[config.mk]
export PLATFORM = sky130hd
export DESIGN_NAME = acc_mc_core
export DESIGN_NICKNAME = d
export VERILOG_FILES = /design/src/rtl/acc_mc_core.sv
export SDC_FILE = /design/constraint.sdc
export NUM_CORES = 1
export LEC_CHECK = 0
export ABC_AREA = 1
export ABC_CLOCK_PERIOD_IN_PS = 5900
export CORE_MARGIN = 2
export CORE_UTILIZATION = 57
export DETAILED_ROUTE_END_ITERATION = 12
export PLACE_DENSITY = 0.86
export SYNTH_ARGS = -nofsm -noshare
export SYNTH_HDL_FRONTEND = slang
export SYNTH_SLANG_ARGS = --single-unit
[constraint.sdc]
create_clock -name clk -period 5.9 [get_ports clk]
set_input_delay 0.59 -clock clk [delete_from_list [all_inputs] [get_ports clk]]
set_output_delay 0.59 -clock clk [all_outputs]
set_load 0.03 [all_outputs]
[src/rtl/acc_mc_core.sv]
// acc_mc_core: multicycle accumulator core (FETCH/DECODE/MEM_R/EXEC/MEM_W/HALT)
// sharing one req/ack memory port for instruction fetch, operand read and store.
module acc_mc_core #(
   parameter int unsigned    DW       = 16,
   parameter int unsigned    AW       = 13,
   parameter logic [AW-1:0]  RESET_PC = '0
) (
   input  logic          clk,
   input  logic          rst,
   output logic          mem_req,
   output logic          mem_we,
   output logic [AW-1:0] mem_addr,
   output logic [DW-1:0] mem_wdata,
   input  logic [DW-1:0] mem_rdata,
   input  logic          mem_ack,
   output logic          halted,
   output logic [AW-1:0] dbg_pc,
   output logic [DW-1:0] dbg_acc
);

   localparam int unsigned OPW = 3;

   localparam logic [2:0] S_FETCH  = 3'd0;
   localparam logic [2:0] S_DECODE = 3'd1;
   localparam logic [2:0] S_MEM_R  = 3'd2;
   localparam logic [2:0] S_EXEC   = 3'd3;
   localparam logic [2:0] S_MEM_W  = 3'd4;
   localparam logic [2:0] S_HALT   = 3'd5;

   localparam logic [OPW-1:0] OP_LDA = 3'b000;
   localparam logic [OPW-1:0] OP_STA = 3'b001;
   localparam logic [OPW-1:0] OP_ADD = 3'b010;
   localparam logic [OPW-1:0] OP_SUB = 3'b011;
   localparam logic [OPW-1:0] OP_JMP = 3'b100;
   localparam logic [OPW-1:0] OP_JZ  = 3'b101;
   localparam logic [OPW-1:0] OP_AND = 3'b110;
   localparam logic [OPW-1:0] OP_HLT = 3'b111;

   logic [2:0]    state, state_nxt;
   logic [AW-1:0] pc, pc_nxt;
   logic [DW-1:0] acc, acc_nxt;
   logic          z, z_nxt;
   logic [DW-1:0] ir, ir_nxt;
   logic [DW-1:0] mdr, mdr_nxt;

   logic [OPW-1:0] opcode;
   logic [AW-1:0]  opnd;

   assign opcode = ir[DW-1 -: OPW];
   assign opnd   = ir[AW-1:0];

   // State and datapath registers; synchronous reset abandons any open transaction
   always_ff @(posedge clk) begin
      if (rst) begin
         state <= S_FETCH;
         pc    <= RESET_PC;
         acc   <= '0;
         z     <= 1'b1;
         ir    <= '0;
         mdr   <= '0;
      end else begin
         state <= state_nxt;
         pc    <= pc_nxt;
         acc   <= acc_nxt;
         z     <= z_nxt;
         ir    <= ir_nxt;
         mdr   <= mdr_nxt;
      end
   end

   // Next-state and datapath update; memory-facing states only advance on ack
   always_comb begin
      state_nxt = state;
      pc_nxt    = pc;
      acc_nxt   = acc;
      z_nxt     = z;
      ir_nxt    = ir;
      mdr_nxt   = mdr;
      case (state)
         S_FETCH: begin
            if (mem_ack) begin
               ir_nxt    = mem_rdata;
               pc_nxt    = pc + AW'(1);
               state_nxt = S_DECODE;
            end
         end
         S_DECODE: begin
            case (opcode)
               OP_JMP: begin
                  pc_nxt    = opnd;
                  state_nxt = S_FETCH;
               end
               OP_JZ: begin
                  if (z) pc_nxt = opnd;
                  state_nxt = S_FETCH;
               end
               OP_HLT:  state_nxt = S_HALT;
               OP_STA:  state_nxt = S_MEM_W;
               default: state_nxt = S_MEM_R;
            endcase
         end
         S_MEM_R: begin
            if (mem_ack) begin
               mdr_nxt   = mem_rdata;
               state_nxt = S_EXEC;
            end
         end
         S_EXEC: begin
            case (opcode)
               OP_ADD:  acc_nxt = acc + mdr;
               OP_SUB:  acc_nxt = acc - mdr;
               OP_AND:  acc_nxt = acc & mdr;
               OP_LDA:  acc_nxt = mdr;
               default: acc_nxt = acc;
            endcase
            z_nxt     = (acc_nxt == '0);
            state_nxt = S_FETCH;
         end
         S_MEM_W: begin
            if (mem_ack) state_nxt = S_FETCH;
         end
         S_HALT:  state_nxt = S_HALT;
         default: state_nxt = S_FETCH;
      endcase
   end

   // Memory port decode: from state and registers only, request gated off in reset
   always_comb begin
      mem_req   = 1'b0;
      mem_we    = 1'b0;
      mem_addr  = (state == S_FETCH) ? pc : opnd;
      mem_wdata = acc;
      if (!rst) begin
         mem_req = (state == S_FETCH) || (state == S_MEM_R) || (state == S_MEM_W);
         mem_we  = (state == S_MEM_W);
      end
   end

   assign halted  = (state == S_HALT);
   assign dbg_pc  = pc;
   assign dbg_acc = acc;

endmodule

After elaboration in Yosys (flattened, before gate mapping) --
Cells that the tools add are included.
Word-level totals: register bits after elaboration 65, input port bits 19, output and inout port bits 61, word-level logic and storage cells 52
Cells by class: add/sub/neg operators 3, equality and inequality tests 17, mux-type cells 14, bitwise logic cells 1, reduce and logical (&&, ||, !) cells 11
Operators with widths (number):
- one-hot mux 16 bit (4 select lines) | 1
- one-hot mux 13 bit (2 select lines) | 2
- two-way mux 13 bit | 3
- == test 3 bit (second input constant) | 6
- adder 16 bit | 1
- AND 16 bit | 1
- zero test 16 bit | 1
- two-way mux 16 bit | 1
- subtractor 16 bit | 1
- one-hot mux 3 bit (5 select lines) | 1
- adder 13 x 1 -> 13 bit (second input constant) | 1
- == test 3 x 2 -> 1 bit (second input constant) | 4
- two-way mux 3 bit | 3
- one-hot mux 3 bit (3 select lines) | 1
- == test 3 x 1 -> 1 bit (second input constant) | 2
- zero test 3 bit | 2
- inequality test 2 bit (second input constant) | 3
- AND reduction 2 bit | 2
- AND reduction 4 bit | 1
- inequality test 3 x 2 -> 1 bit (second input constant) | 1
- inequality test 3 bit (second input constant) | 1
- AND reduction 3 bit | 1
- logical OR 1 bit | 2
- two-way mux 1 bit | 2
- other kinds (2) | 2

Longest topological paths before layout --
Gate-level depths: netlist of the first run.
depth after elaboration 4, depth in mapped cells 25

Least setup slack after synthesis of the first run --
No wires, ideal clock.
path kind reg-to-reg, start register mdr[0], end register z, setup time 0.059 ns, arrival time 2.756 ns, required time 5.841 ns, path slack 3.085 ns, cell stages (with the launch flop) 25, buffers on the path 0, path through dfxtp_1 > inv_1 > ha_1 > nand2_1 > nor2_1 > inv_1 > nor3_1 > nand2_1 > o31ai_1 > xor2_1 > inv_1 > ha_1 > inv_1 > nor3_1 > and2_1 > nand2_1 > nand2_1 > nand2_1 > nand3_1 > nand2_1 > nand2_1 > nand2_1 > nor2_1 > nand3_1 > nand2_1
On the way: word-level cells in the longest chain between the ends 4
Ends and longest elaborated chain:
- from (decl) | line 44 | logic [DW-1:0] mdr, mdr_nxt;
- from (signal assigned) | line 67 | mdr <= mdr_nxt;
- subtractor 16 bit (tied with other cells) | line 111 | OP_SUB: acc_nxt = acc - mdr;
- one-hot mux 16 bit (4 select lines) * | line 109 | case (opcode)
- two-way mux 16 bit * | line 79 | case (state)
- zero test 16 bit * | line 116 | z_nxt = (acc_nxt == '0);
- to (signal assigned) | line 65 | z <= z_nxt;
- to (decl) | line 42 | logic z, z_nxt;
Mark *: on every way between the ends. The rest lies on a longest branch, timed or not. The select of a mux whose other input is x is not followed. A chain may end at the register's enable or synchronous reset.

Worst setup path after layout of the first run --
start register mdr[0], end register acc[15] (netlist: dbg_acc[15])
On the way: word-level cells in the longest chain between the ends 3
Ends and longest elaborated chain:
- subtractor 16 bit / adder 16 bit (equally long branches) | line 111, 110
- one-hot mux 16 bit (4 select lines) * | line 109
- two-way mux 16 bit * | line 79
- to (signal assigned) | line 64 | acc <= acc_nxt;
- to (decl) | line 41 | logic [DW-1:0] acc, acc_nxt;
Marked as above.

==> impl_metrics.toml, run 1 <==
[setup_path]
path_class = "flip-flop to flip-flop"
critPathLaunchType = "flip-flop"
path_delay_family = "simple AND/OR/NAND/NOR gates"
slowest_delay_ns = 0.34
critPathCaptureType = "flip-flop"
worstPathMaxFanout = 5
crit_slowest_cell = "dfxtp_1"
crit_arrival_ns = 3.63
rr_startpoint = "mdr[0]"
path_buf_inv = 6
r2r_cells = 24
cp.required_ns = 6.15
regToRegSetupSlack_ns = 2.51
crit_top_cell = "nand2_1"
crit_chain = "inv_1 -> ha_1 -> nand2_1 -> nor2_1 -> inv_1 -> nor3_1 -> nand2_1 -> nand2_1 -> xor2_1 -> inv_1 -> ha_1 -> nand2_1 -> inv_1 -> a21oi_1 -> o21ai_0 -> nand2b_1 -> inv_1 -> nand2_1 -> nand3_1 -> nand2_1 -> nand2_1 -> nand2_1 -> nand2_1 -> inv_1"
r2r_end = "dbg_acc[15]"

[flow_run]
maxCapViolations = 0

[synthesis]
yosys_warnings = 0
synthTopCellsByArea = "dfxtp_1, nand2_1, inv_1, o21ai_0, a21oi_1"
synth_top_cell_by_area = "dfxtp_1"
synth_top_cell_area_share_pct = 27.1
syn_area_mm2 = 0.00480
synth_nets = 814
postSynthCellCount = 776
yosys_register_bits = 65
synth_edf_count = 0
syn_area_per_cell_um2 = 6.19
async_flop_share_pct = 0
yosysSeqAreaShare_pct = 27.1
yosys_most_used_dff = "dfxtp_1"
synth_cell_types = 42

[layout]
drive_above_1_share_pct = 5.17
area_delta_synth_final_pct = 18.7
final_net_count = 866
fin_area_mm2 = 0.00570
final_cell_mix = "nand2_1, inv_1, o21ai_0"
layout_commonest_cell = "nand2_1"
n_antenna_cell = 0
final_cells = 937

[floorplanning]
design.die.area_mm2 = 0.00917
start_util_pct = 58.7
coreArea_mm2 = 0.00818
die_h_um = 95.8
num_rows = 33
die_w_um = 95.8
boundaryPins = 80

[power_and_ir_drop]
p_per_area_mw_per_mm2 = 272
ir_drop_mv = 0.142
p_leak_nw = 2.58
power_mw = 1.55

[min_path]
hold_class = "flip-flop to flip-flop"
hold_start = "ir[1]"
hold_depth = 2
hold_path_end = "ir[1]"

[grt]
grt_pass1_vias = 4546
grt_remaining_overflow = 0
grt_usage_pct = 30.0
grt_pass1_wl_um = 21600
antenna_found_initial = 0
gr-usage-met1_pct = 39.7
grt_max_degree = 50
grt_util_met3_pct = 4.07
grt_busiest_layer = "met2"
use_met2_pct = 49.6

[sta]
tns_ns = 0
setup_viol = 0
skew_ns = 0.00732
fin_ws_ns = 2.51
max_freq_mhz = 295
finalCritPeriodShare_pct = 57.4
slew_headroom_pct = 16.6
rsz0062_at_grt = "no"
tightest_slew_ns = 1.25
slew_viol_final = 0
period_needed_ns = 3.39
finalHoldViolCount = 0

[drt]
vias_per_cell = 5.45
vias = 5110
drt-pass1-iter-count = 5
finalWirelength_um = 13200
route.detailed.drc = 0
ant_nets = 0
drt-initial-drc-count = 336
post_drt_wl_per_cell_um = 14.1

[clock_network]
cts.sinks = 65
cts.repair.resized = 0
clock_latency_ns = 0.35
cts_tree = "yes"
hold_buffers = 0
cts_made_buffers = 9
clockBufferDepth = 2
cts_max_level = 3
post_cts_buffers = 0
ctsRootBufferMaster = "clkbuf_8"
clkSlewWorstSetupHoldPaths_ns = 0.07

[placed_design]
place_area_mm2 = 0.00550
place_congestion = 0.978
dp.cells = 922
hpwl_um = 9940
pre_cts_ws_ns = 2.63
io_buffers = 79

[run_status]
status = "finished, final reports clean"
## tightest hold or removal path: cells and delay by family, from the launching register on
family | cells | cell delay (ns)
buf+inv | 1 | 0.06
compound gates | 1 | 0.05
flops | 1 | 0.31
## routing by layer
metal,vias up,wire (um),share of wire (%)
met5,-,0,0
met4,0,327,2.5
met3,24,1060,8.0
met2,233,5940,45
met1,2270,5890,45
li1,2583,-,-
## registers in the layout, indices dropped and copies added (netlist names)
name / cells
ir: 16
mdr: 16
dbg_acc: 16
state: 3
z: 1
dbg_pc: 13
## where the power goes
part / switching (mW) / total [mW] / internal, mW
clock network: 0.180 / 0.384 / 0.204
registers: 0.0353 / 0.505 / 0.469
logic: 0.429 / 0.659 / 0.229
total: 0.645 / 1.55 / 0.902
## area by class of cell
class,count,area [um^2]
clock buffer,10,138
clock inverter,5,56.3
fill,723,2480
inverter,127,480
multi-input combinational,546,2800
sequential,65,1300
tap,105,131
timing repair buffer,79,791
## kinds of logic (layout without fill, tap and decap cells)
| logic type | count (synthesis) | after routing | synth area share (%) |
|---|---|---|---|
| flip-flops | 65 | 65 | 27.1 |
| AO/OA/AOI/OAI | 176 | 176 | 19.7 |
| XOR/XNOR | 20 | 20 | 3.65 |
| adder cells (fa/ha/maj) | 19 | 19 | 5.11 |
| AND/OR/NAND/NOR | 331 | 331 | 29.9 |
| buffers and inverters | 165 | 221 | 14.5 |
## Yosys cell counts, types with 2 or more instances
cell	instances
a21oi_1	66
a31oi_1	4
and2_1	2
buf_2	3
buf_4	17
clkbuf_1	17
dfxtp_1	65
ha_1	18
inv_1	115
inv_2	10
nand2_1	182
nand3_1	43
nand3b_1	6
nand4_1	6
nor2_1	69
nor2_4	4
nor3_1	8
o211ai_1	9
o21ai_0	80
o21ai_1	6
o22ai_1	3
o31ai_1	2
or2_2	4
xor2_1	19
## worst max path at each step
stage           start          end  slack (ns)  depth (start not counted)
3_5_place_dp   mdr[0]  dbg_acc[15]        2.63                         24
5_1_grt        mdr[1]  dbg_acc[15]        2.14                         24
2_1_floorplan  mdr[0]            z        3.08                         24
3_3_place_gp   mdr[0]  dbg_acc[15]        2.75                         24
4_1_cts        mdr[0]  dbg_acc[15]        2.60                         24
6_report       mdr[0]  dbg_acc[15]        2.51                         24
## stage by stage
| step | util (%) | hold WS (ns) |
|---|---|---|
| 4_1_cts | 69.7 | 0.473 |
| 6_report | 69.7 | 0.468 |
| 5_1_grt | 69.7 | 0.509 |
| 3_5_place_dp | 67.3 | 0.459 |
| 3_3_place_gp | 67.3 | 0.454 |
| 2_1_floorplan | - | 0.435 |
(Power assumes the default switching activity.)
==> run 2, diff against run 1 <==
ABC_CLOCK_PERIOD_IN_PS = 2720   (was 5900)
CORE_UTILIZATION = 49   (was 57)
PLACE_DENSITY = 0.78   (was 0.86)
clock period = 2.72 ns   (was 5.9 ns; I/O delays follow)
==> impl_metrics.toml, run 2 (synthesis results as in run 1) <==
[setup_path]
worstPathMaxFanout = 5
crit_top_cell = "nand2_1"
crit_chain = "inv_2 -> ha_4 -> nand2_2 -> nor2_1 -> inv_1 -> nor3_4 -> nand2_2 -> o31ai_2 -> xor2_1 -> inv_1 -> ha_4 -> nand2_2 -> nor2_4 -> and2_4 -> nand2_1 -> nand2_1 -> nand2_1 -> nand3_1 -> nand2_1 -> nor2_2 -> nand2_1 -> nor2_1 -> nand3_1 -> nand2_1"
cp.required_ns = 3.02
crit_arrival_ns = 3.28
path_class = "flip-flop to flip-flop"
crit_slowest_cell = "dfxtp_2"
critPathCaptureType = "flip-flop"
slowest_delay_ns = 0.33
critPathLaunchType = "flip-flop"

[grt]
grt_max_degree = 46
grt_pass1_wl_um = 22900
grt_remaining_overflow = 0
grt_usage_pct = 27.1
antenna_found_initial = 0
grt_pass1_vias = 4891

[clock_network]
cts_max_level = 3
clock_latency_ns = 0.35
ctsRootBufferMaster = "clkbuf_8"
hold_buffers = 0
cts_made_buffers = 9
clkSlewWorstSetupHoldPaths_ns = 0.08
clockBufferDepth = 2
cts.sinks = 65
cts_tree = "yes"

[placed_design]
hpwl_um = 10400
place_congestion = 0.933
place_area_mm2 = 0.00583
io_buffers = 79

[drt]
finalWirelength_um = 14300
ant_nets = 0
drt-initial-drc-count = 326
vias = 5342
post_drt_wl_per_cell_um = 14.2
drt-pass1-iter-count = 5
route.detailed.drc = 0
vias_per_cell = 5.29

[floorplanning]
num_rows = 36
coreArea_mm2 = 0.00964
design.die.area_mm2 = 0.0106
die_h_um = 103
die_w_um = 103
start_util_pct = 49.8
boundaryPins = 80

[power_and_ir_drop]
ir_drop_mv = 0.332
p_per_area_mw_per_mm2 = 628
power_frac_seq_pct = 27.2
p_int_mw = 2.39
switching_share_pct = 40.4
p_sw_mw = 1.62
p_leak_nw = 2.86
combPwrFrac_pct = 47.2
power_mw = 4.01
p_clk_share_pct = 25.5

[sta]
fin_ws_ns = -0.262
period_needed_ns = 2.98
whs_ns = 0.475
skew_ns = 0.00772
slew_viol_final = 0
slew_headroom_pct = 63.5
max_freq_mhz = 335
setup_viol = 8
finalCritPeriodShare_pct = 110
finalHoldViolCount = 0
tightest_slew_ns = 0.546
tns_ns = -0.975
rsz0062_at_grt = "yes"

[layout]
final_cell_mix = "nand2_1, inv_1, clkdlybuf4s50_1"
fin_area_mm2 = 0.00638
drive_above_1_share_pct = 16.0
n_antenna_cell = 0
final_net_count = 909
area_delta_synth_final_pct = 33.0
layout_commonest_cell = "nand2_1"

[flow_run]
maxCapViolations = 0

[min_path]
hold_class = "flip-flop to flip-flop"

[run_status]
status = "complete, but fails checks"
failed_checks = "negative setup slack"
run 2: cell types whose count changed in the layout (fill, tap and decap cells not counted), sizes merged:
cell / change
inv: +1
buf: +43
clkinv: -2
bufinv: +2
run 2: per-layer routing:
layer | GRT usage (%) | wire (um) | vias up
li1 | - | - | 2668
met1 | 35.3 | 6350 | 2418
met2 | 46.3 | 6720 | 225
met3 | 4.34 | 961 | 31
met4 | 7.69 | 317 | 0
met5 | 0 | 0 | -
run 2: power groups by stage:
stage	logic (mW)	clock network [mW]	registers, mW
5_1_grt	2.08	1.07	1.10
4_1_cts	1.67	1.04	1.09
2_1_floorplan	1.01	0	1.15
3_5_place_dp	1.55	0	1.11
3_3_place_gp	1.52	0	1.11
6_report	1.89	1.02	1.09
run 2: worst paths after layout:
kind / from / endpoint / slack [ns] / cells after the start
max: mdr[0] / z / -0.26 / 24
min: ir[1] / ir[1] / 0.48 / 2
max reg2reg: mdr[0] / z / -0.26 / 24
min reg2reg: ir[1] / ir[1] / 0.48 / 2
run 2: through the flow:
step | utilization [%] | setup slack (ns) | std cells
finish | 66.2 | -0.262 | 1009
global route | 66.2 | -0.481 | 1009
detailed placement | 60.5 | -0.352 | 988
CTS | 64.4 | -0.172 | 1008
global placement | 60.5 | -0.240 | 988
floorplan | - | 0.00475 | 776
run 2: cell type report:
cell class	instances	area, um^2
fill	885	3260
clock buffer	10	128
tap	133	166
clock inverter	6	115
sequential	65	1300
inverter	127	480
multi-input combinational	546	3070
timing repair buffer	122	1120
run 2: what timing repair did:
action / in CTS / in global routing
buffers inserted: 4 / 1
endpoints found under the setup margin: 7 / 10
pin swaps: 10 / 14
gates resized for setup: 26 / 41
run 2: worst max-delay path: cells and delay by family (launching register included):
family          cells  cell delay, ns
fa+ha+maj           2            0.45
buf+inv             3            0.25
simple gates       17            1.46
compound gates      1            0.25
flops               1            0.33
xor+xnor            1            0.19
==> run 3, diff against run 2 <==
CORE_ASPECT_RATIO = 0.6   (was not set)
==> impl_metrics.toml, run 3 (synthesis results as in run 1) <==
[drt]
route.detailed.drc = 0
ant_nets = 0
vias = 5449
vias_per_cell = 5.36
drt-initial-drc-count = 564
post_drt_wl_per_cell_um = 14.6
drt-pass1-iter-count = 5
finalWirelength_um = 14800

[setup_path]
r2r_cells = 24
critPathLaunchType = "flip-flop"
crit_path_end = "z"
worstPathMaxFanout = 4
regToRegSetupSlack_ns = -0.27
path_class = "flip-flop to flip-flop"
cp-startpoint = "mdr[1]"
crit_chain = "inv_2 -> ha_4 -> nand2_2 -> nor2_1 -> inv_1 -> nor3_4 -> nand2_2 -> o31ai_4 -> xor2_1 -> inv_1 -> ha_4 -> nand2_4 -> nor2_1 -> inv_1 -> nor3_2 -> nand2_1 -> nand2b_4 -> inv_2 -> nand2_1 -> nand3_1 -> nand2_1 -> nand2_1 -> nand3_1 -> nand2_1"
cp.required_ns = 2.95
crit_top_cell = "nand2_1"
r2r_end = "z"
crit_slowest_cell = "dfxtp_2"
rr_startpoint = "mdr[1]"
slowest_delay_ns = 0.33
critPathCaptureType = "flip-flop"
crit_arrival_ns = 3.22

[floorplanning]
die_h_um = 80.7
boundaryPins = 80
coreArea_mm2 = 0.00936
die_w_um = 132
num_rows = 27
design.die.area_mm2 = 0.0106
start_util_pct = 51.3

[clock_network]
cts_tree = "yes"
clockBufferDepth = 2
cts_max_level = 3
clock_latency_ns = 0.34
cts.sinks = 65
hold_buffers = 0
clkSlewWorstSetupHoldPaths_ns = 0.05
ctsRootBufferMaster = "clkbuf_16"
cts_made_buffers = 9

[layout]
multi_input_area_mm2 = 0.00306
final_cells = 1017
fin_area_mm2 = 0.00652
regArea_mm2 = 0.00130
nFillCells = 803
drive_above_1_share_pct = 16.8
area_delta_synth_final_pct = 35.8
final_net_count = 921
n_antenna_cell = 0
layout_commonest_cell = "nand2_1"
final_cell_mix = "nand2_1, inv_1, clkdlybuf4s50_1"

[sta]
finalCritPeriodShare_pct = 110
tightest_slew_ns = 0.760
period_needed_ns = 2.99
slew_viol_final = 0
setup_viol = 7
fin_ws_ns = -0.268
whs_ns = 0.473
slew_headroom_pct = 49.3
max_freq_mhz = 335
skew_ns = 0.00445
tns_ns = -1.18
rsz0062_at_grt = "yes"
finalHoldViolCount = 0

[grt]
antenna_found_initial = 0
grt_usage_pct = 28.5
grt_remaining_overflow = 0
grt_pass1_wl_um = 24100
grt_pass1_vias = 5006
grt_max_degree = 42

[power_and_ir_drop]
p_clk_share_pct = 27.9
p_int_mw = 2.59
combPwrFrac_pct = 46.1
p_sw_mw = 1.63
p_per_area_mw_per_mm2 = 648
ir_drop_mv = 0.307
p_leak_nw = 2.93
switching_share_pct = 38.7
power_frac_seq_pct = 25.9

[placed_design]
dp.cells = 995
hpwl_um = 11300
place_area_mm2 = 0.00591
place_congestion = 0.912
io_buffers = 79

[run_status]
status = "complete, but fails checks"
failed_checks = "negative setup slack"

[flow_run]
maxCapViolations = 0

[min_path]
hold_class = "flip-flop to flip-flop"
==> run 3: power groups by stage <==
stage	Clock [mW]	Combinational, mW	Sequential [mW]
after floorplan	0	1.01	1.15
final	1.18	1.95	1.09
after global placement	0	1.62	1.11
after detailed placement	0	1.66	1.11
after CTS	1.18	1.84	1.09
after global routing	1.23	2.14	1.10
==> run 3: final cells by class <==
cell class | instances | area share (%)
well taps | 130 | 2.49
inverters | 127 | 7.37
clock buffers | 13 | 3.99
clock inverters | 2 | 0.576
flip-flops and latches | 65 | 20.0
repair buffers | 134 | 18.6
multi-input cells | 546 | 47.0
==> run 3: routing by layer <==
metal	vias up	share of wire, %	GRT usage (%)
li1	2708	-	-
met1	2500	47	39.3
met2	217	44	45.6
met3	24	7.9	5.56
met4	0	1.4	8.26
met5	-	0	0
==> run 3: repair_timing <==
action	CTS	global route
buffers inserted	4	3
hold endpoints to repair	0	0
gates resized for setup	48	17
setup endpoints to repair	8	13
pin swaps	27	22
==> run 3: how the worst min path moves through the flow <==
stage | from | end | slack [ns] | cells after the start
global route | ir[1] | ir[1] | 0.50 | 2
detailed placement | ir[1] | ir[1] | 0.47 | 2
CTS | ir[1] | ir[1] | 0.48 | 2
global placement | ir[5] | ir[5] | 0.47 | 2
finish | ir[1] | ir[1] | 0.47 | 2
floorplan | mem_rdata[10] | ir[10] | 0.41 | 2
==> run 3: worst max-delay path: cells and delay by family, from the launching register on <==
family          cells  cell delay [ns]
compound gates      1             0.25
flops               1             0.33
simple gates       15             1.28
buf+inv             5             0.35
xor+xnor            1             0.20
fa+ha+maj           2             0.44
==> run 3: metrics by stage <==
step                util (%)  total power [mW]  setup WS [ns]
floorplan                  -              2.15        0.00475
global placement        63.1              2.73         -0.235
detailed placement      63.1              2.77         -0.326
CTS                     68.5              4.11         -0.245
global route            69.7              4.47         -0.509
finish                  69.7              4.22         -0.268
